File: src/rtl/sd_dat_pkg.sv
// Shared state encoding and CRC16 constants for the SD DAT-line deserializer.
package sd_dat_pkg;

  typedef enum logic [1:0] {
    IDLE,
    DATA,
    CRC,
    ENDB
  } state_e;

  localparam int unsigned       CRC_LEN    = 16;
  localparam logic [CRC_LEN-1:0] CRC16_POLY = 16'h1021;

  // One serial step of x^16+x^12+x^5+1, MSB-first.
  function automatic logic [CRC_LEN-1:0] crc16_step(input logic [CRC_LEN-1:0] crc,
                                                     input logic               bit_in);
    logic fb;
    fb = bit_in ^ crc[CRC_LEN-1];
    return {crc[CRC_LEN-2:0], 1'b0} ^ (fb ? CRC16_POLY : '0);
  endfunction

endpackage

File: src/rtl/sd_crc16.sv
// Bit-serial CRC16 accumulator for one DAT lane, with synchronous clear and step enable.
module sd_crc16
  import sd_dat_pkg::*;
(
  input  logic               sd_clock,
  input  logic               reset,
  input  logic               clear_i,
  input  logic               enable_i,
  input  logic               bit_i,
  output logic [CRC_LEN-1:0] crc_o
);

  logic [CRC_LEN-1:0] crc_q, crc_d;

  always_comb begin
    crc_d = crc_q;
    if (clear_i)       crc_d = '0;
    else if (enable_i) crc_d = crc16_step(crc_q, bit_i);
  end

  always_ff @(posedge sd_clock) begin
    if (reset) crc_q <= '0;
    else       crc_q <= crc_d;
  end

  assign crc_o = crc_q;

endmodule

File: src/rtl/sd_dat_deserializer.sv
// SD card DAT-line block receiver: start bit, data, per-lane CRC16, end bit, in 1- or 4-lane mode.
// Define SD_DAT_CRC_EN to build the per-lane CRC checkers; otherwise crc_err is tied low.
module sd_dat_deserializer
  import sd_dat_pkg::*;
#(
  parameter int WORD_W      = 32,
  parameter int LANES       = 4,
  parameter int BLOCK_BYTES = 512
) (
  input  logic              sd_clock,
  input  logic              reset,
  input  logic              enable,
  input  logic              bus_wide,
  input  logic [LANES-1:0]  dat,
  output logic [WORD_W-1:0] word,
  output logic              word_valid,
  output logic              busy,
  output logic              complete,
  output logic              crc_err,
  output logic              end_err
);

  localparam int NARROW_CYCLES = BLOCK_BYTES * 8;
  localparam int WIDE_CYCLES   = BLOCK_BYTES * 2;
  localparam int MAX_CNT       = (NARROW_CYCLES > int'(CRC_LEN)) ? NARROW_CYCLES : int'(CRC_LEN);
  localparam int CNT_W         = $clog2(MAX_CNT);
  localparam int FILL_W        = $clog2(WORD_W + 1);

  logic [3:0] dat4;
  logic       wide_sel;

  if (LANES == 4) begin : g_four
    assign dat4     = dat;
    assign wide_sel = bus_wide;
  end else begin : g_one
    assign dat4     = {3'b000, dat[0]};
    assign wide_sel = 1'b0;
  end

  state_e            state_q, state_d;
  logic [CNT_W-1:0]  cnt_q, cnt_d, data_last;
  logic [FILL_W-1:0] fill_q, fill_d, fill_next, fill_step;
  logic [WORD_W-1:0] shift_q, shift_d, shift_next, word_q, word_d;
  logic              word_valid_q, word_valid_d;
  logic              busy_q, busy_d;
  logic              complete_q, complete_d;
  logic              end_err_q, end_err_d;
  logic              wide_q, wide_d;
  logic              start_bit, end_bad, crc_bad;

  assign start_bit  = wide_sel ? (dat4 == 4'h0) : ~dat4[0];
  assign end_bad    = wide_q ? (dat4 != 4'hF) : ~dat4[0];
  assign data_last  = wide_q ? CNT_W'(WIDE_CYCLES - 1) : CNT_W'(NARROW_CYCLES - 1);
  assign fill_step  = wide_q ? FILL_W'(4) : FILL_W'(1);
  assign fill_next  = fill_q + fill_step;
  // dat[3] carries the most significant bit of each wide-mode nibble.
  assign shift_next = wide_q ? ((shift_q << 4) | WORD_W'(dat4))
                             : ((shift_q << 1) | WORD_W'(dat4[0]));

`ifdef SD_DAT_CRC_EN
  logic [CRC_LEN-1:0] lane_crc [LANES];
  logic               crc_clear, crc_run;
  logic               crc_err_q, crc_err_d;

  assign crc_clear = (state_q == IDLE);
  assign crc_run   = enable && ((state_q == DATA) || (state_q == CRC));

  for (genvar l = 0; l < LANES; l++) begin : g_crc
    sd_crc16 u_crc (
      .sd_clock (sd_clock),
      .reset    (reset),
      .clear_i  (crc_clear),
      .enable_i (crc_run),
      .bit_i    (dat4[l]),
      .crc_o    (lane_crc[l])
    );
  end

  // Received CRC bits are fed through the same register, so a good lane leaves a zero residue.
  always_comb begin
    crc_bad = (lane_crc[0] != '0);
    for (int l = 1; l < LANES; l++) begin
      if (wide_q && (lane_crc[l] != '0)) crc_bad = 1'b1;
    end
  end

  assign crc_err = crc_err_q;
`else
  assign crc_bad = 1'b0;
  assign crc_err = 1'b0;
`endif

  // NOTE: every next-state signal gets its default first, so no path through the case can infer a latch.
  always_comb begin
    state_d      = state_q;
    cnt_d        = cnt_q;
    fill_d       = fill_q;
    shift_d      = shift_q;
    word_d       = word_q;
    wide_d       = wide_q;
    busy_d       = busy_q;
    end_err_d    = end_err_q;
    word_valid_d = 1'b0;
    complete_d   = 1'b0;
`ifdef SD_DAT_CRC_EN
    crc_err_d    = crc_err_q;
`endif

    unique case (state_q)
      IDLE: begin
        if (enable && start_bit) begin
          state_d   = DATA;
          busy_d    = 1'b1;
          wide_d    = wide_sel;
          cnt_d     = '0;
          fill_d    = '0;
          end_err_d = 1'b0;
`ifdef SD_DAT_CRC_EN
          crc_err_d = 1'b0;
`endif
        end
      end
      DATA: begin
        shift_d = shift_next;
        if (fill_next == FILL_W'(WORD_W)) begin
          word_d       = shift_next;
          word_valid_d = 1'b1;
          fill_d       = '0;
        end else begin
          fill_d = fill_next;
        end
        if (cnt_q == data_last) begin
          state_d = CRC;
          cnt_d   = '0;
        end else begin
          cnt_d = cnt_q + 1'b1;
        end
      end
      CRC: begin
        if (cnt_q == CNT_W'(CRC_LEN - 1)) begin
          state_d = ENDB;
          cnt_d   = '0;
        end else begin
          cnt_d = cnt_q + 1'b1;
        end
      end
      ENDB: begin
        state_d    = IDLE;
        busy_d     = 1'b0;
        complete_d = 1'b1;
        end_err_d  = end_bad;
`ifdef SD_DAT_CRC_EN
        crc_err_d  = crc_bad;
`endif
      end
      default: state_d = IDLE;
    endcase

    // Abort: drop the block silently, leaving the last word and status flags as they were.
    if ((state_q != IDLE) && !enable) begin
      state_d      = IDLE;
      busy_d       = 1'b0;
      cnt_d        = '0;
      fill_d       = '0;
      word_d       = word_q;
      word_valid_d = 1'b0;
      complete_d   = 1'b0;
      end_err_d    = end_err_q;
`ifdef SD_DAT_CRC_EN
      crc_err_d    = crc_err_q;
`endif
    end
  end

  // NOTE: state is updated only with non-blocking assignments so all registers see pre-edge values.
  always_ff @(posedge sd_clock) begin
    if (reset) begin
      state_q      <= IDLE;
      cnt_q        <= '0;
      fill_q       <= '0;
      shift_q      <= '0;
      word_q       <= '0;
      wide_q       <= 1'b0;
      busy_q       <= 1'b0;
      end_err_q    <= 1'b0;
      word_valid_q <= 1'b0;
      complete_q   <= 1'b0;
`ifdef SD_DAT_CRC_EN
      crc_err_q    <= 1'b0;
`endif
    end else begin
      state_q      <= state_d;
      cnt_q        <= cnt_d;
      fill_q       <= fill_d;
      shift_q      <= shift_d;
      word_q       <= word_d;
      wide_q       <= wide_d;
      busy_q       <= busy_d;
      end_err_q    <= end_err_d;
      word_valid_q <= word_valid_d;
      complete_q   <= complete_d;
`ifdef SD_DAT_CRC_EN
      crc_err_q    <= crc_err_d;
`endif
    end
  end

  assign word       = word_q;
  assign word_valid = word_valid_q;
  assign busy       = busy_q;
  assign complete   = complete_q;
  assign end_err    = end_err_q;

endmodule

File: config.mk
export PLATFORM = sky130hd
export DESIGN_NAME = sd_dat_deserializer
export DESIGN_NICKNAME = d
export VERILOG_FILES = /design/src/rtl/sd_dat_pkg.sv /design/src/rtl/sd_crc16.sv /design/src/rtl/sd_dat_deserializer.sv
export SDC_FILE = /design/constraint.sdc
export NUM_CORES = 1
export LEC_CHECK = 0
export ABC_AREA = 1
export CORE_MARGIN = 5
export CORE_UTILIZATION = 29
export DETAILED_ROUTE_END_ITERATION = 8
export GPL_TIMING_DRIVEN = 0
export HOLD_SLACK_MARGIN = 0.03
export SYNTH_ARGS = -nofsm -noshare
export SYNTH_HDL_FRONTEND = slang
export SYNTH_HIERARCHICAL = 1
export SYNTH_SLANG_ARGS = --single-unit
File: constraint.sdc
create_clock -name sd_clock -period 5.9 [get_ports sd_clock]
set_input_delay 1.475 -clock sd_clock [delete_from_list [all_inputs] [get_ports sd_clock]]
set_output_delay 1.475 -clock sd_clock [all_outputs]
set_load 0.1 [all_outputs]
# Yosys cells after proc, flatten, opt, wreduce, memory -nomap -nowiden
# Index checks and enable logic that the tools add are counted.
[word_totals] reg_bits=88 input_bits=8 output_inout_bits=37
[op_classes] addsub=2 n_eq_ne=10 mux=22 n_bitwise=5 n_reduce_logical=18
[ops] operator="$mux W12" count=4
[ops] operator="$pmux W12 S3" count=1
[ops] operator="$mux W32" count=1
[ops] operator="$or A32 B1 Y32" count=1
[ops] operator="$or A32 B4 Y32" count=1
[ops] operator="$add A12 B1 Y12 const B" count=1
[ops] operator="$eq A12 B12 Y1" count=1
[ops] operator="$eq A12 B4 Y1 const B" count=1
[ops] operator="$mux W6" count=2
[ops] operator="$pmux W6 S2" count=1
[ops] operator="$reduce_and A3 Y1" count=3
[ops] operator="$pmux W2 S4" count=1
[ops] operator="$reduce_and A2 Y1" count=4
[ops] operator="$add A6 B3 Y6" count=1
[ops] operator="$eq A6 B6 Y1 const B" count=1
[ops] operator="$mux W1" count=6
[ops] operator="$mux W2" count=3
[ops] operator="$ne A2 B2 Y1 const B" count=3
[ops] operator="$reduce_bool A2 Y1" count=3
[ops] operator="$eq A2 B2 Y1 const B" count=2
[ops] operator="$logic_not A4 Y1" count=1
[ops] operator="$ne A4 B4 Y1 const B" count=1
[ops] operator="$pmux W1 S2" count=2
[ops] operator="$mux W3" count=1
[ops] operator="8 further kinds" count=11

# Longest topological paths before layout
[logic_depth] word_depth=5 depth_mapped=14 ltp_nobuf=13

# Least setup slack after synthesis
# Ideal clock, no wire load.
[synth_path] kind="register -> output" from="register word_q[0], in the netlist word[0]" to="output word[0]" t_arrival_ns=0.925 setup_slack_ns=3.500 path_stages_with_launch=1 path_buffers=0 cell_sequence="dfxtp_1"
[synth_rtl] element="from (decl)" line="sd_dat_deserializer.sv:43" source="logic [WORD_W-1:0] shift_q, shift_d, shift_next, word_q, word_d;"
[synth_rtl] element="from (signal assigned)" line="sd_dat_deserializer.sv:196" source="word_q <= word_d;"
[synth_rtl] element="to (decl)" line="sd_dat_deserializer.sv:15" source="output logic [WORD_W-1:0] word,"
# No word-level cell between the ends.

# Worst setup path after layout
[layout_path] from="register word_q[3], in the netlist word[3]" to="output word[3]"
# No word-level cell between the ends.

==> results.sh <==
export IMPL_status="complete, no violations"
export IMPL_post_drt_wl_per_cell_um=12.3
export IMPL_grt_max_degree=16
export IMPL_die_h_um=132
export IMPL_start_util_pct=29.6
export IMPL_finalCriticalPeriod_ps=3370
export IMPL_powerDensity_nw_per_um2=372
export IMPL_cpPeakStageDelay_ps=1160
export IMPL_synth_seq_cells=88
export IMPL_avgSynthCellArea_um2=7.26
export IMPL_ys_seq_area_share_pct=40.8
export IMPL_crit_fanout=2
export IMPL_clock_skew_ps=8.02
export IMPL_ys_types=31
export IMPL_grt_pass1_vias=3691
export IMPL_fin_nets=665
export IMPL_drt_iter0_drc=240
export IMPL_power_total_uw=1960
export IMPL_drive_gt1_share_pct=9.17
export IMPL_min_path_type="reg -> reg"
export IMPL_dieArea_um2=17400
export IMPL_relSlewSlack_pct=32.8
export IMPL_stdcell_area_um2=5290
export IMPL_antenna_found_initial=0
export IMPL_end_kind="output port"
export IMPL_setup_viol=0
export IMPL_worst_pin_slew_ps=1010
export IMPL_routed_wl_mm=10.3
export IMPL_port_buffers=43
export IMPL_yosys_area_top_type="dfxtp_1"
export IMPL_grt_total_usage_pct=12.5
export IMPL_cts_path_max_buffers=2
export IMPL_holdWs_ps=453
export IMPL_n_antenna_cell=0
export IMPL_min_to="end_err"
export IMPL_rsz0062_at_grt="false"
export IMPL_cts_sinks=88
export IMPL_cts_made_buffers=9
export IMPL_htreeDepth=3
export IMPL_hp_start="end_err"
export IMPL_cts_root_buffer="clkbuf_16"
export IMPL_r2r_slack_ps=3340
export IMPL_fin_crit_sh_pct=57.2
export IMPL_core_area_um2=14600
export IMPL_rows=44
export IMPL_synthCells=595
export IMPL_critPathArrivalTime_ps=1900
export IMPL_die_w_um=132
export IMPL_cts_hold_buf=0
export IMPL_area_growth_pct=22.4
export IMPL_hpwl_mm=7.82
export IMPL_p_leak_uw=0.00225
export IMPL_cts_resized=0
export IMPL_drc_errors=0
export IMPL_fillers=1553
export IMPL_grt_ovfl_total=0
export IMPL_gp_congestion=0.850
export IMPL_place_area_um2=4980
export IMPL_num_io_pins=45
export IMPL_post_cts_setup_buffers=0
export IMPL_drtPass1Iterations=4
export IMPL_path_cells="clkdlybuf4s50_1"
export IMPL_drtAntennaViolNets=0
export IMPL_cts_clk_slew_worst_paths_ps=70
export IMPL_hold_depth=2
export IMPL_crit_slowest_cell="clkdlybuf4s50_1"
export IMPL_start_kind="flop"
export IMPL_synth_net_count=611
export IMPL_num_vias=3836
export IMPL_ir_worst_vdd_mv=0.210
export IMPL_grt_pass1_wl_mm=18.0
export IMPL_worstReg2RegEnd="word[17]"
export IMPL_max_freq_mhz=297
export IMPL_crit_family="buffers and inverters"
export IMPL_via_per_inst=4.58
export IMPL_drv_cap=0
export IMPL_hold_viol_final=0
export IMPL_critPathBufInv=1
export IMPL_required_ps=4430
export IMPL_insertion_delay_ps=350
export IMPL_synth_area_um2=4320
export IMPL_rr_worst_depth=12
export IMPL_synth_top_area_share_pct=40.8
export IMPL_setup_tns_final_ps=0
export IMPL_cts_tree="yes"
export IMPL_drv_slew=0
export IMPL_yosysWarnings=6
export IMPL_path_class="reg -> out"
export IMPL_timing_rr_start="wide_q"
export IMPL_yosys_top_cells_area="dfxtp_1 41%, nand2_1 12%, nor2_1 7.2%, nand3_1 6.3%, inv_1 6.0%"
==> logic make-up after synthesis <==
family / after synthesis / share of synthesized area, %
buffers and inverters: 105 / 11.3
xor gates and xnor gates: 6 / 1.22
and+or+nand+nor: 301 / 30.2
muxes: 18 / 4.17
DFF: 88 / 40.8
other: 1 / 0.0868
AOI/OAI and AO/OA: 68 / 9.94
adders and majority gates: 8 / 2.32
==> report_power, final <==
part	internal, µW	switching, µW	leakage (µW)	total (µW)
clock network	342	248	0.000153	590
logic	204	412	0.00138	616
registers	690	69.4	0.000713	759
==> per-stage QoR <==
| step | util [%] | cells | setup slack [ps] |
|---|---|---|---|
| final | 36.2 | 838 | 2530 |
| after CTS | 36.2 | 838 | 2510 |
| after global routing | 36.2 | 838 | 2490 |
| after global placement | 34.1 | 822 | 2720 |
| after floorplan | - | 595 | 3500 |
| after detailed placement | 34.1 | 822 | 2740 |
==> per-layer routing <==
metal / part of all wire, % / vias to the layer above / wire (µm) / global-route usage, %
met5: 0 / - / 0 / 0
met4: 1.9 / 0 / 196 / 5.43
met3: 6.2 / 15 / 636 / 2.94
met2: 42 / 92 / 4350 / 18.9
met1: 50 / 1719 / 5100 / 16.9
li1: - / 2010 / - / -
==> worst max-delay path by stage <==
stage               slack [ps]           to     from  cells after the start
finish                    2530      word[3]  word[3]                      1
floorplan                 3500      word[0]  word[0]                      0
global placement          2720  shift_q[18]    reset                      6
global route              2490      word[3]  word[3]                      1
detailed placement        2740  shift_q[20]    reset                      6
CTS                       2510      word[3]  word[3]                      1
==> placed cells by master (no fill, tap or decap), drive strengths merged, types with 6 or more instances in the layout <==
cell and instances:
buf 29, inv 73, nor2 88, o21ai 20, o211ai 29, nand4 7, ha 8, clkdlybuf4s50 43
a21oi 17, clkbuf 15, nand3 59, xor2 6, nand2 142, dfxtp 88, mux2i 18
==> final cells by class <==
cell class	instances	area, µm²	area share [%]
Timing Repair Buffer	43	430	8.14
Clock inverter	6	66.3	1.25
Buffer	34	220	4.17
Clock buffer	10	239	4.52
Inverter	71	267	5.04
Multi-Input combinational cell	402	2070	39.2
Sequential cell	88	1760	33.3
Tap cell	184	230	4.36
==> synth_stat cells (all sizes together) <==
library cell and number:
clkbuf 5, o21ai 20, nor3 4, a21oi 17, buf 29, conb 1, ha 8, mux2i 18
nand3 59, inv 71, o211ai 29, nand2 142, or2 1, nor2 88, nand4 7, a221oi 1
dfxtp 88, o211a 1, xor2 6
==> state kept, by name (all words and copies together) (netlist names) <==
register	flops
word	32
cnt_q	12
word_valid	1
complete	1
end_err	1
state_q	2
busy	1
fill_q	6
shift_q	31
wide_q	1
Power figures use the tool's default switching activity.
